$ cat config.mk
export PLATFORM = sky130hd
export DESIGN_NAME = truth_table_scanner
export DESIGN_NICKNAME = d
export VERILOG_FILES = /design/src/rtl/truth_table_scanner_pkg.sv /design/src/rtl/truth_table_scanner_hold_timer.sv /design/src/rtl/truth_table_scanner.sv
export SDC_FILE = /design/constraint.sdc
export NUM_CORES = 1
export LEC_CHECK = 0
export CELL_PAD_IN_SITES_DETAIL_PLACEMENT = 2
export CELL_PAD_IN_SITES_GLOBAL_PLACEMENT = 2
export CORE_MARGIN = 2
export CORE_UTILIZATION = 34
export CTS_BUF_LIST = sky130_fd_sc_hd__clkbuf_8 sky130_fd_sc_hd__clkbuf_16
export CTS_CLUSTER_SIZE = 30
export DETAILED_ROUTE_END_ITERATION = 6
export HOLD_SLACK_MARGIN = 0.1
export PLACE_DENSITY_LB_ADDON = 0.1
export SETUP_SLACK_MARGIN = 0.4
export SLEW_MARGIN = 25
export SYNTH_ARGS = -nofsm -noshare
export SYNTH_HDL_FRONTEND = slang
export SYNTH_SLANG_ARGS = --single-unit
$ cat constraint.sdc
create_clock -name clk -period 2.75 [get_ports clk]
set_clock_uncertainty 0.15 [all_clocks]
set_input_delay 0.825 -clock clk [delete_from_list [all_inputs] [get_ports clk]]
set_output_delay 0.825 -clock clk [all_outputs]
set_load 0.02 [all_outputs]
$ cat src/rtl/truth_table_scanner_pkg.sv
`default_nettype none
// ============================================================================
// Module      : truth_table_scanner_pkg
// Description : Shared state encoding and sizing constants for the truth
//               table scanner and its hold timer.
// Revision    : 1.0 - initial release
// ============================================================================
package truth_table_scanner_pkg;

  // Scanner control states, 2-bit encoding
  typedef enum logic [1:0] {
    ST_IDLE  = 2'd0,
    ST_DRIVE = 2'd1,
    ST_DONE  = 2'd2
  } state_t;

  localparam int VEC_COUNT = 16;
  localparam int IDX_W     = 4;
  localparam int HOLD_W    = 8;

  // Index of the final vector; reaching it ends the scan
  localparam logic [IDX_W-1:0] LAST_IDX = IDX_W'(VEC_COUNT - 1);

endpackage : truth_table_scanner_pkg
`default_nettype wire

$ cat src/rtl/truth_table_scanner_hold_timer.sv
`default_nettype none
// ============================================================================
// Module      : scan_hold_timer
// Description : 8-bit hold counter. Counts while not cleared and wraps to
//               zero after the terminal count HOLD_CYCLES-1, which is
//               flagged combinationally on tc.
// Revision    : 1.0 - initial release
// ============================================================================
module scan_hold_timer
  import truth_table_scanner_pkg::*;
#(
  parameter int HOLD_CYCLES = 5
) (
  input  logic clk,
  input  logic rst,
  input  logic clear,
  output logic tc
);

  localparam logic [HOLD_W-1:0] HOLD_LAST = HOLD_W'(HOLD_CYCLES - 1);

  logic [HOLD_W-1:0] count_q;
  logic [HOLD_W-1:0] count_d;

  assign tc = (count_q == HOLD_LAST);

  // Next count: restart on clear or at terminal count, else increment
  always_comb begin
    count_d = count_q + HOLD_W'(1);
    if (clear || tc) begin
      count_d = '0;
    end
  end

  // Counter register
  always_ff @(posedge clk or posedge rst) begin
    if (rst) begin
      count_q <= '0;
    end else begin
      count_q <= count_d;
    end
  end

endmodule : scan_hold_timer
`default_nettype wire

$ cat src/rtl/truth_table_scanner.sv
`default_nettype none
// ============================================================================
// Module      : truth_table_scanner
// Description : Walks all 16 vectors of a 4-input combinational block in
//               binary order, holds each HOLD_CYCLES cycles, samples q at
//               the end of each hold and builds the truth table and its
//               ones count. All outputs are registered.
// Revision    : 1.0 - initial release
// ============================================================================
module truth_table_scanner
  import truth_table_scanner_pkg::*;
#(
  parameter int HOLD_CYCLES = 5
) (
  input  logic        clk,
  input  logic        rst,
  input  logic        start,
  input  logic        q,
  output logic        a,
  output logic        b,
  output logic        c,
  output logic        d,
  output logic        busy,
  output logic        done,
  output logic [15:0] truth_table,
  output logic [4:0]  ones_count
);

  state_t             state_q, state_d;
  logic [IDX_W-1:0]   idx_q, idx_d;
  logic [15:0]        table_q, table_d;
  logic [4:0]         ones_q, ones_d;
  logic [3:0]         abcd_q, abcd_d;
  logic               busy_q, busy_d;
  logic               done_q, done_d;
  logic               hold_tc;

  // Hold counter only runs while a vector is being driven
  scan_hold_timer #(
    .HOLD_CYCLES (HOLD_CYCLES)
  ) u_hold_timer (
    .clk   (clk),
    .rst   (rst),
    .clear (state_q != ST_DRIVE),
    .tc    (hold_tc)
  );

  // Next-state, capture and registered-output decode
  always_comb begin
    state_d = state_q;
    idx_d   = idx_q;
    table_d = table_q;
    ones_d  = ones_q;
    case (state_q)
      ST_IDLE: begin
        if (start) begin
          state_d = ST_DRIVE;
          idx_d   = '0;
          table_d = '0;
          ones_d  = '0;
        end
      end
      ST_DRIVE: begin
        if (hold_tc) begin
          table_d[idx_q] = q;
          ones_d         = ones_q + {4'b0000, q};
          if (idx_q == LAST_IDX) begin
            state_d = ST_DONE;
          end else begin
            idx_d = idx_q + IDX_W'(1);
          end
        end
      end
      ST_DONE: begin
        state_d = ST_IDLE;
      end
      default: begin
        state_d = ST_IDLE;
      end
    endcase
    // Outputs follow the state being entered so they align with it
    busy_d = (state_d == ST_DRIVE);
    done_d = (state_d == ST_DONE);
    abcd_d = busy_d ? idx_d : 4'b0000;
  end

  // State and output registers, cleared immediately by reset
  always_ff @(posedge clk or posedge rst) begin
    if (rst) begin
      state_q <= ST_IDLE;
      idx_q   <= '0;
      table_q <= '0;
      ones_q  <= '0;
      abcd_q  <= '0;
      busy_q  <= 1'b0;
      done_q  <= 1'b0;
    end else begin
      state_q <= state_d;
      idx_q   <= idx_d;
      table_q <= table_d;
      ones_q  <= ones_d;
      abcd_q  <= abcd_d;
      busy_q  <= busy_d;
      done_q  <= done_d;
    end
  end

  assign {a, b, c, d}  = abcd_q;
  assign busy          = busy_q;
  assign done          = done_q;
  assign truth_table   = table_q;
  assign ones_count    = ones_q;

endmodule : truth_table_scanner
`default_nettype wire

* Word level (Yosys, flattened, before mapping)
Cells that the tools add are included.
** Storage, ports and cells
- Flip-flop bits (word level) :: 41
- Output and inout port bits :: 27
- Word-level logic and storage cells :: 45
** Operators by class
- Add/sub/neg operators :: 3
- Magnitude comparators :: 2
- Equal/unequal tests :: 8
- Multiplexer cells :: 19
- Reductions and logical operators :: 5
** Operator list (number)
- $mux 16 :: 2
- $pmux 16 s2 :: 1
- $bwmux 16 :: 1
- $mux 4 :: 4
- $mux 5 :: 2
- $pmux 5 s2 :: 1
- $add 8x1->8 const B :: 1
- $eq 8x3->1 const B :: 1
- $mux 8 :: 1
- $pmux 4 s2 :: 1
- $mux 2 :: 3
- $add 5x1->5 :: 1
- $lt 4x5->1 const B :: 1
- $add 4x1->4 const B :: 1
- $demux 1 s4 :: 1
- $eq 2x1->1 const B :: 2
- $eq 4x4->1 const B :: 1
- $ge 4x1->1 const B :: 1
- $ne 2x1->1 const B :: 2
- $pmux 2 s2 :: 1
- $reduce_and 3->1 :: 1
- $eq 2x2->1 const B :: 1
- $logic_not 2->1 :: 1
- $ne 2x2->1 const B :: 1
- other kinds (4) :: 4

* Depth between registers and ports, before layout
- Depth in word-level cells :: 7
- Depth in mapped cells :: 7
- Depth with buffers taken out :: 5

* Modules after synthesis
From an unflattened synthesis, not the netlist that was laid out.
** Unflattened totals
- Cells, all modules :: 231
- Area total of the unflattened synthesis :: 2229.6 µm²
** Modules (own cells, without submodules)
- truth_table_scanner :: instances 1, cells each 189, area each 1798.0 µm², seq. area each 825.8 µm²
- scan_hold_timer :: instances 1, cells each 42, area each 431.7 µm², seq. area each 200.2 µm²

* Worst setup path before layout
No wires, ideal clock.
- Kind :: input-to-reg
- Start :: input port start
- End :: register table_q[0], in the netlist truth_table[0]
- Setup time :: 0.137 ns
- Arrival :: 1.842 ns
- Required time :: 2.463 ns
- Slack :: 0.621 ns
- Cell stages on the path :: 5
- Path through :: or3b_2 -> clkbuf_1 -> clkbuf_1 -> nand2_1 -> mux2i_1
** On the way
- Word-level cells in the longest chain between the ends :: 2
** RTL lines
- start, declared :: RTL line truth_table_scanner.sv:17 : input logic start,
- $ne 2x2->1 (no line)
- $reduce_and 3->1 (no line)
- end signal, assigned :: RTL line truth_table_scanner.sv:100 : table_q <= table_d;
- end, declared :: RTL line truth_table_scanner.sv:31 : logic [15:0] table_q, table_d;
No other way between the ends.
A chain may end at the register's enable or synchronous reset.

* Final worst setup path
- Start :: register ones_q[0], in the netlist ones_count[0]
- End :: output port ones_count[0]
** RTL lines
- start, declared :: RTL line truth_table_scanner.sv:32 : logic [4:0] ones_q, ones_d;
- start signal, assigned :: RTL line truth_table_scanner.sv:101 : ones_q <= ones_d;
- end, declared :: RTL line truth_table_scanner.sv:26 : output logic [4:0] ones_count
No word-level cell between the ends.

==> results.toml <==
[clock_tree]
clkLatencyLatePin_ns = 0.29
cts_tree = "yes"
cts_buffers = 5
cts.path.max_buffers = 2
cts.clk_slew.worst_paths_ns = 0.08
cts-root-buf = "clkbuf_8"
ctsHoldBuffers = 0
cts_setup_buffers = 0
cts.sinks = 41
htreeDepth = 2

[setup_path]
slowest_stage = "clkdlybuf4s50_1"
crit_path_max_incr_delay_ns = 0.63
crit_chain = "clkdlybuf4s50_1"
cp-end-kind = "output pin"
critPathTopFamily = "buffers and inverters"
crit_path_max_fanout = 3
path_buf_inv = 1
cp-startpoint = "ones_count[0]"
crit_path_start_kind = "flip-flop"
critical_path_class = "flip-flop to output pin"
critPathRequiredTime_ns = 1.78
r2r_start = "u_hold_timer.count_q[4]"
worstPathArrival_ns = 1.32

[synth]
ys_seq_elements = 41
synthesis.area_um2 = 2110
synth_area_per_cell_um2 = 10.0
ys_warn_count = 0
ys_top_cells_by_count = "dfrtp_1, nand4_1, nand2_1"
synth_edf_count = 0
syn_inst = 210
yosysMostFrequentCell = "dfrtp_1"
synthTopCellsByArea = "dfrtp_1, mux2i_1, nand4_1, ha_1, nand2_1"
syn_nets = 222
synth.largest_area_cell = "dfrtp_1"
async_flop_share_pct = 100
yosysTopAreaCellShare_pct = 48.6
synthFlopType = "dfrtp_1"
yosysSeqAreaShare_pct = 48.6
yosysUniqueCellTypes = 36

[sta]
drv_slew = 0
rsz0062_at_grt = "no"
relSlewSlack_pct = 58.9
hold_violations = 0
max_freq_mhz = 436
worstMarginPinSlew_ns = 0.607
fin_crit_sh_pct = 83.3
setup_viol = 0
tns_ns = 0
min_period_ns = 2.29

[layout]
area_growth_pct = 24.0
fin_nets = 248
n_antenna_cell = 0
drive_gt1_share_pct = 6.75
fin_util_pct = 43.9

[route]
drtAntennaViolNets = 0
drtPass1Iterations = 4
wl_um = 5990
post_drt_via_cell_ratio = 5.63
drtIter0Drc = 77
dr_total_vias = 1757
wire_per_inst_um = 19.2
drc = 0

[min_path]
min-delay-path-class = "flip-flop to flip-flop"
hold_start = "truth_table[11]"

[place]
gp_congestion = 0.747
numPortBuffers = 30
dp_hpwl_um = 4100

[grt]
grt_util_all_layers_pct = 19.6
grt.busiest_layer = "met2"
antenna_found_initial = 0
grt_util_met3_pct = 4.33
grt-ovfl-total = 0
grt_pass1_vias = 1899
use_met2_pct = 36.5
grt_max_degree = 42
grt_pass1_wl_um = 9830
gr-usage-met1_pct = 22.2

[floorplanning]
coreArea_um2 = 5960
row_count = 28
io_pins = 31
die-height_um = 82.8
start_util_pct = 35.4
dieArea_um2 = 6850
die_w_um = 82.8

[run_status]
outcome = "complete, no violations"

[job]
max_cap_violations = 0

[power_and_ir_drop]
p_leak_nw = 1.22
ir_drop_mv = 0.236
p_per_area_nw_per_um2 = 534
cells in the final DEF, fill, tap and decap left out, drive strengths merged, types with 5 or more instances in the layout:
master,instances
dfrtp,41
clkdlybuf4s50,30
nand4,25
nand2,24
mux2i,21
inv,11
o21ai,10
ha,8
nand3,7
a21oi,6
clkbuf,6
nor2,5
buf,5
worst reg2reg max path, delay by kind of cell, from the launching register on:
kind,cells,cell delay [ns]
flops,1,0.45
compound gates,1,0.28
simple gates,2,1.21
routing by layer:
metal	wire length, µm	vias to the layer above
met4	78	0
met3	188	8
li1	-	810
met5	0	-
met2	3250	30
met1	2470	909
registers in the layout, indices dropped and copies added, names as in the netlist:
register,flops
truth_table,16
u_hold_timer.count_q,8
ones_count,5
abcd_q,4
idx_q,4
state_q,2
busy,1
done,1
report_power, final:
part / leakage (nW) / switching [mW] / internal, mW
clock network: 0.0626 / 0.211 / 0.292
logic: 0.617 / 0.127 / 0.0935
registers: 0.540 / 0.0367 / 0.638
metrics by stage:
stage / setup slack [ns] / hold WS [ns] / cells / area (µm²) / power (mW)
after floorplan: 0.621 / 0.344 / 210 / 2110 / 0.802
after detailed placement: 0.260 / 0.383 / 304 / 2500 / 0.909
after CTS: 0.409 / 0.390 / 312 / 2610 / 1.42
after global routing: 0.413 / 0.414 / 312 / 2620 / 1.46
after global placement: 0.295 / 0.364 / 304 / 2500 / 0.894
final: 0.458 / 0.382 / 312 / 2620 / 1.40
final timing paths:
kind / end / slack, ns / depth (start not counted)
worst min register to register: truth_table[11] / 0.38 / 2
worst min-delay path: truth_table[11] / 0.38 / 2
max in group asynchronous: ones_count[0] / 1.26 / 3
min in group asynchronous: ones_count[4] / 0.83 / 3
worst max-delay path: ones_count[0] / 0.46 / 1
worst max register to register: idx_q[3] / 0.55 / 3
repair_timing:
item | CTS | global route
endpoints found under the hold margin | 0 | 0
endpoints found under the setup margin | 0 | 8
gates resized for setup | 0 | 1
kinds of logic (layout without fill, tap and decap cells):
group / after synthesis / in the layout / share of synthesized area, %
compound gates: 24 / 24 / 6.94
xor+xnor: 3 / 3 / 1.25
fa+ha+maj: 8 / 8 / 4.75
buf+inv: 26 / 53 / 4.80
flops: 41 / 41 / 48.6
mux: 21 / 21 / 9.96
simple gates: 87 / 87 / 23.7
area by class of cell:
cell class                      instances  area (µm²)
Fill cell                             643        3340
Sequential cell                        41        1030
Multi-Input combinational cell        143         992
Timing Repair Buffer                   35         350
Tap cell                               75        93.8
Clock buffer                            6        82.6
Inverter                               10        37.5
Clock inverter                          2        33.8
(Power assumes the default switching activity.)
